<file path="src/rtl/chunked_adder_defs.sv">
// rtl/chunked_adder_defs.sv - shared state encodings and sizing helper for chunked_adder
package chunked_adder_defs;

  typedef enum logic [1:0] {
    ST_IDLE = 2'd0,
    ST_RUN  = 2'd1,
    ST_DONE = 2'd2
  } state_e;

  // A single chunk still needs one index bit so the register never collapses to zero width.
  function automatic int idx_width(input int nchunk);
    return (nchunk <= 1) ? 1 : $clog2(nchunk);
  endfunction

endpackage

</file>
<file path="src/rtl/chunked_adder_ripple_chunk.sv">
// rtl/chunked_adder_ripple_chunk.sv - combinational CHUNK-bit ripple adder slice
module ripple_chunk #(
  parameter int CHUNK = 2
) (
  input  logic [CHUNK-1:0] a,
  input  logic [CHUNK-1:0] b,
  input  logic             ci,
  output logic [CHUNK-1:0] s,
  output logic             co,
  output logic             c_msb
);

  logic [CHUNK:0] c;

  assign c[0] = ci;

  for (genvar i = 0; i < CHUNK; i++) begin : g_bit
    logic p;
    assign p      = a[i] ^ b[i];
    assign s[i]   = p ^ c[i];
    assign c[i+1] = (a[i] & b[i]) | (c[i] & p);
  end

  // c_msb feeds the signed-overflow test on the top chunk.
  assign co    = c[CHUNK];
  assign c_msb = c[CHUNK-1];

endmodule

</file>
<file path="src/rtl/chunked_adder.sv">
// rtl/chunked_adder.sv - multi-cycle add/subtract, CHUNK bits per clock, valid/ready in and out
module chunked_adder
  import chunked_adder_defs::*;
#(
  parameter int WIDTH = 8,
  parameter int CHUNK = 2
) (
  input  logic             clk,
  input  logic             rst_n,
  input  logic             in_valid,
  output logic             in_ready,
  input  logic [WIDTH-1:0] a,
  input  logic [WIDTH-1:0] b,
  input  logic             cin,
  input  logic             sub,
  output logic             out_valid,
  input  logic             out_ready,
  output logic [WIDTH-1:0] sum,
  output logic             cout,
  output logic             ovf
);

  localparam int NCHUNK = WIDTH / CHUNK;
  localparam int IW     = idx_width(NCHUNK);
  localparam logic [IW-1:0] LAST_IDX = IW'(NCHUNK - 1);

  if ((CHUNK < 1) || (CHUNK > WIDTH) || ((WIDTH % CHUNK) != 0)) begin : g_bad_params
    $error("chunked_adder: WIDTH must be a multiple of CHUNK and 1 <= CHUNK <= WIDTH");
  end

  state_e           state_q;
  logic [WIDTH-1:0] opa_q;
  logic [WIDTH-1:0] opb_q;
  logic [WIDTH-1:0] sum_q;
  logic             carry_q;
  logic [IW-1:0]    idx_q;
  logic             cout_q;
  logic             ovf_q;

  int               base;
  logic [CHUNK-1:0] a_slice;
  logic [CHUNK-1:0] b_slice;
  logic [CHUNK-1:0] chunk_s_d;
  logic             chunk_co_d;
  logic             chunk_cmsb_d;

  assign base    = int'(idx_q) * CHUNK;
  assign a_slice = opa_q[base +: CHUNK];
  assign b_slice = opb_q[base +: CHUNK];

  ripple_chunk #(.CHUNK(CHUNK)) u_chunk (
    .a     (a_slice),
    .b     (b_slice),
    .ci    (carry_q),
    .s     (chunk_s_d),
    .co    (chunk_co_d),
    .c_msb (chunk_cmsb_d)
  );

  always_ff @(posedge clk or negedge rst_n) begin
    if (!rst_n) begin
      state_q <= ST_IDLE;
      opa_q   <= '0;
      opb_q   <= '0;
      sum_q   <= '0;
      carry_q <= 1'b0;
      idx_q   <= '0;
      cout_q  <= 1'b0;
      ovf_q   <= 1'b0;
    end else begin
      case (state_q)
        ST_IDLE: begin
          if (in_valid) begin
            // Subtraction is a + ~b + 1, so cin is replaced by the forced carry.
            opa_q   <= a;
            opb_q   <= sub ? ~b : b;
            carry_q <= sub ? 1'b1 : cin;
            idx_q   <= '0;
            state_q <= ST_RUN;
          end
        end
        ST_RUN: begin
          sum_q[base +: CHUNK] <= chunk_s_d;
          carry_q              <= chunk_co_d;
          idx_q                <= idx_q + 1'b1;
          if (idx_q == LAST_IDX) begin
            cout_q  <= chunk_co_d;
            ovf_q   <= chunk_co_d ^ chunk_cmsb_d;
            state_q <= ST_DONE;
          end
        end
        ST_DONE: begin
          if (out_ready) begin
            state_q <= ST_IDLE;
          end
        end
        default: state_q <= ST_IDLE;
      endcase
    end
  end

  assign in_ready  = (state_q == ST_IDLE);
  assign out_valid = (state_q == ST_DONE);
  assign sum       = sum_q;
  assign cout      = cout_q;
  assign ovf       = ovf_q;

endmodule
</file>
<file path="config.mk">
export PLATFORM = sky130hd
export DESIGN_NAME = chunked_adder
export DESIGN_NICKNAME = d
export VERILOG_FILES = /design/src/rtl/chunked_adder_defs.sv /design/src/rtl/chunked_adder_ripple_chunk.sv /design/src/rtl/chunked_adder.sv
export SDC_FILE = /design/constraint.sdc
export NUM_CORES = 1
export LEC_CHECK = 0
export ABC_CLOCK_PERIOD_IN_PS = 6000
export CORE_ASPECT_RATIO = 0.75
export CORE_MARGIN = 2
export CORE_UTILIZATION = 54
export DETAILED_ROUTE_END_ITERATION = 7
export PLACE_DENSITY = 0.9
export SETUP_SLACK_MARGIN = 0.2
export SYNTH_ARGS = -nofsm -noshare
export SYNTH_HDL_FRONTEND = slang
export SYNTH_SLANG_ARGS = --single-unit
</file>
<file path="constraint.sdc">
create_clock -name clk -period 6 [get_ports clk]
set_input_delay 0.9 -clock clk [delete_from_list [all_inputs] [get_ports clk]]
set_output_delay 0.9 -clock clk [all_outputs]
set_load 0.03 [all_outputs]
</file>
# After elaboration in Yosys (flattened, before gate mapping)
# Index checks and enable logic that the tools add are counted.
[word_totals]
ff_bits = 31
latchBits = 0
ram_bits = 0
rom_bits = 0
in_bits = 22
output_inout_bits = 12
word_cells = 49
mem_count = 0
[op_classes]
add_sub_neg = 2
mul = 0
div_mod_pow = 0
order_cmp = 0
n_eq_ne = 6
shifts = 4
mux = 11
bitwise_logic = 12
reduce_logical = 6
[ops]
columns = ["cell", "n"]
rows = [
  ["$neg 3->33", 1],
  ["$shift 2x33->8 const A", 1],
  ["$shiftx 2x33->8", 1],
  ["$shiftx 8x4->2", 2],
  ["$bwmux 8", 1],
  ["$mux 2", 4],
  ["$mux 8", 1],
  ["$not 8->8", 1],
  ["$pmux 2 s3", 1],
  ["$reduce_and 2->1", 3],
  ["$xor 1x1->1", 5],
  ["$and 1x1->1", 4],
  ["$eq 2x2->1 const B", 2],
  ["$ne 2x2->1 const B", 2],
  ["$pmux 2 s2", 1],
  ["$reduce_and 3->1", 1],
  ["$add 2x1->2 const B", 1],
  ["$eq 2x1->1 const B", 1],
  ["$logic_not 2->1", 1],
  ["$mux 1", 2],
  ["$ne 2x1->1 const B", 1],
  ["$or 1x1->1", 2],
  ["$pmux 1 s2", 1],
  ["$reduce_bool 2->1", 1],
]

# Depth between registers and ports, before layout
[depth]
ltp_word = 7
depth_mapped = 6
ltp_nobuf = 5

# Hierarchy
# Synthesis repeated with hierarchy kept, for this count alone.
[hier_totals]
hier_cells = 112
area_unflattened_um2 = 1581.5
[modules_own_cells]
columns = ["module", "n_inst", "cells_each", "area_each_um2"]
rows = [
  ["chunked_adder", 1, 110, 1541.5],
  ["ripple_chunk", 1, 2, 40.0],
]

# Least setup slack after synthesis
# No wires, ideal clock.
[synth_timing]
path_type = "flip-flop to flip-flop"
from = "reg idx_q[0]"
to = "reg sum_q[3], in the netlist sum[3]"
setup_time_ps = 125
arrival_time_ps = 2420
required_ps = 5875
setup_slack_ps = 3455
stages_incl_launch_ff = 7
path_buffers = 1
period_less_slack_ps = 2545
cell_sequence = "dfrtp_1 > clkbuf_2 > mux4_2 > fa_1 > fa_1 > and4b_1 > mux2_2"
[synth_via]
elab_chain_len = 7
elab_cells_between_ends = 13
classes_between = "add/sub (1); shift (4); mux (1); bitwise (7)"
[synth_rtl]
columns = ["element", "line", "rtl"]
rows = [
  ["from (decl)", "chunked_adder.sv:36", "logic [IW-1:0] idx_q;"],
  ["from (signal assigned)", "chunked_adder.sv:85", "idx_q <= idx_q + 1'b1;"],
  ["$shiftx 8x4->2, on equally long branches", "chunked_adder.sv:48, chunked_adder.sv:49", ""],
  ["$xor 1x1->1", "chunked_adder_ripple_chunk.sv:19", "assign p = a[i] ^ b[i];"],
  ["$and 1x1->1", "chunked_adder_ripple_chunk.sv:21", "assign c[i+1] = (a[i] & b[i]) | (c[i] & p);"],
  ["$or 1x1->1", "chunked_adder_ripple_chunk.sv:21", ""],
  ["$xor 1x1->1", "chunked_adder_ripple_chunk.sv:20", "assign s[i] = p ^ c[i];"],
  ["$shiftx 2x33->8", "chunked_adder.sv:83", "sum_q[base +: CHUNK] <= chunk_s_d;"],
  ["$bwmux 8 (*)", "chunked_adder.sv:83", ""],
  ["to (signal, indexed assignment)", "chunked_adder.sv:83", ""],
  ["to (decl)", "chunked_adder.sv:34", "logic [WIDTH-1:0] sum_q;"],
]
# Every way passes the cells marked *; elsewhere a longest branch is shown, timed or not.
# A chain may end at the register's enable or synchronous reset.

# Worst setup path after layout
[layout_timing]
from = "reg idx_q[0]"
to = "reg sum_q[7], in the netlist sum[7]"
# Same word-level chain as after synthesis.

==> metrics.yaml <==
grt_max_degree: 32
fin_crit_sh: 0.492
syn_avg_cell_area_um2: 14.2
start_util: 0.562
wl_per_cell_um: 15.6
fp.dieW_um: 67.6
netlist.area_leader.share: 0.474
rows: 17
end_kind: "register"
setup_viol: 0
finalSetupTns_ns: 0
syn_to_final_growth_pct: 26.3
syn_nets: 145
hold_viol_final: 0
drive_gt1_frac: 0.258
final.min_clock_period_ns: 2.95
placedInstanceArea_um2: 1990
layout.nets: 180
netlist_area_um2: 1640
netlist_instances: 115
power.leakage_nw: 0.909
fmax_ghz: 0.339
hold-path-cell-count: 1
status: "finished clean"
synth-edff-count: 0
firstDrtPassIters: 4
finalClockSkew_ns: 0.00202
io_pins: 34
postCtsSetupBuffers: 0
clk-insertion-delay-late_ns: 0.28
synth_ff_type: "dfrtp_1"
async_flop_share: 1.00
vias_per_cell: 5.43
min_path_type: "register to register"
port_buffers: 33
cts_made_buffers: 5
startpoint_type: "register"
drv_cap: 0
drt_iter0_drc: 53
cts_sinks: 31
crit_type: "register to register"
maxSlewHeadroom: 0.479
critPathArrivalTime_ns: 3.17
die_h_um: 51.7
coreArea_um2: 2910
rsz0062_at_grt: "false"
grt_usage: 0.206
antenna_found_initial: 0
drc: 0
ant_nets: 0
overflow: 0
cts_max_path_buffers: 2
path_clk_slew_ns: 0.06
ir_drop_uv: 271
yosysWarnings: 0
postLayoutCellArea_um2: 2070
ys_types: 23
routed_wl_um: 2950
antenna_cells: 0
r2r_slack_ns: 3.05
rr_worst_depth: 5
cts_max_level: 2
cts-root-buf: "clkbuf_8"
ctsResizeCount: 0
cts_hold_buf: 0
vias: 1027
synth_area_leaders: "dfrtp_1 47%, mux2_2 18%, mux4_2 5.5%, xor2_1 4.8%, ha_1 4.6%"
worstPathRequired_ns: 6.22
grt_pass1_wl_um: 5130
yosys.area.top_type: "dfrtp_1"
gp_congestion: 0.827
yosysMostFrequentCell: "dfrtp_1"
cts_tree: "built"
grt_pass1_vias: 1128
slew_violations: 0
ys_ff_latch: 31
hpwl_um: 2190
critPathMaxFanout: 17
seq_area_frac_synth: 0.474
p_per_area_nw_per_um2: 568
tightest_slew_ns: 0.780
die_area_um2: 3490
synth_common_cells: "31 x dfrtp_1, 26 x mux2_2, 9 x xor2_1, 6 x ha_1, 6 x nor4bb_1"
-- power breakdown --
group / total (W) / internal, W / switching (W) / leakage (nW)
Combinational: 0.000619 / 0.000348 / 0.000271 / 0.483
Sequential: 0.000405 / 0.000309 / 0.0000967 / 0.383
Clock: 0.000152 / 0.0000811 / 0.0000706 / 0.0422
Total: 0.00118 / 0.000738 / 0.000438 / 0.909
-- area by class of cell --
class	instances	area, µm²
Tap cell	38	47.5
Multi-Input combinational cell	74	811
Sequential cell	31	776
Clock inverter	1	5.00
Fill cell	201	846
Inverter	4	15.0
Timing Repair Buffer	34	338
Clock buffer	7	76.3
-- state kept, by name (all words and copies together) (netlist names) --
name	flops
state_q	2
idx_q	2
ovf	1
carry_q	1
sum	8
opa_q	8
opb_q	8
cout	1
-- per-layer routing --
metal  track usage  part of all wire  up-vias
met1         0.239              0.42      507
met5             0                 0        -
li1              -                 -      486
met3        0.0866             0.045        7
met4        0.0714             0.015        0
met2         0.342              0.52       27
-- critical path, stage by stage, from the launching register on --
cell,delay [ns]
dfrtp_1,0.74
mux4_2,0.60
fa_1,0.46
fa_1,0.55
nor4bb_1,0.32
mux2_2,0.21
-- through the flow --
step	setup slack, ns	power, W	utilization	hold slack (ns)	std cells
3_3_place_gp	3.19	0.000992	0.682	0.493	181
6_report	3.05	0.00118	0.710	0.504	189
2_1_floorplan	3.46	0.000850	-	0.475	115
5_1_grt	2.87	0.00126	0.710	0.518	189
4_1_cts	3.06	0.00119	0.710	0.508	189
3_5_place_dp	3.09	0.00103	0.682	0.495	181
-- path summary, 6_finish.rpt --
kind                          start        to
setup / recovery           idx_q[0]    sum[7]
hold / removal             opa_q[4]  opa_q[4]
setup reg to reg           idx_q[0]    sum[7]
hold reg to reg            opa_q[4]  opa_q[4]
max in group asynchronous     rst_n  opa_q[6]
min in group asynchronous     rst_n  opb_q[1]
-- cell families (layout without fill, tap and decap cells) --
family,Yosys count,in the layout,synth area share
AO/OA/AOI/OAI,5,5,0.0229
XOR/XNOR,9,9,0.0481
adder cells (fa/ha/maj),8,8,0.0703
buffers and inverters,10,46,0.0313
flip-flops,31,31,0.474
multiplexers,31,31,0.240
AND/OR/NAND/NOR,21,21,0.114
-- cells in the final DEF (no fill, tap or decap) --
cell type	Yosys	final
mux4_2	4	4
xor2_1	9	9
nor4bb_1	6	6
o21ba_2	1	1
clkdlybuf4s50_1	0	33
nand2b_1	2	2
and4b_1	2	2
mux2i_1	1	1
and3b_1	5	5
fa_1	2	2
nor2_1	2	2
dfrtp_1	31	31
o221ai_1	1	1
o21ai_0	2	2
nand3b_1	2	2
buf_4	0	1
clkinv_2	0	1
mux2_2	26	26
or3b_1	1	1
clkbuf_1	0	2
ha_1	6	6
nor3b_4	1	1
a31o_1	1	1
inv_1	4	4
clkbuf_8	0	5
(Power assumes the default switching activity.)
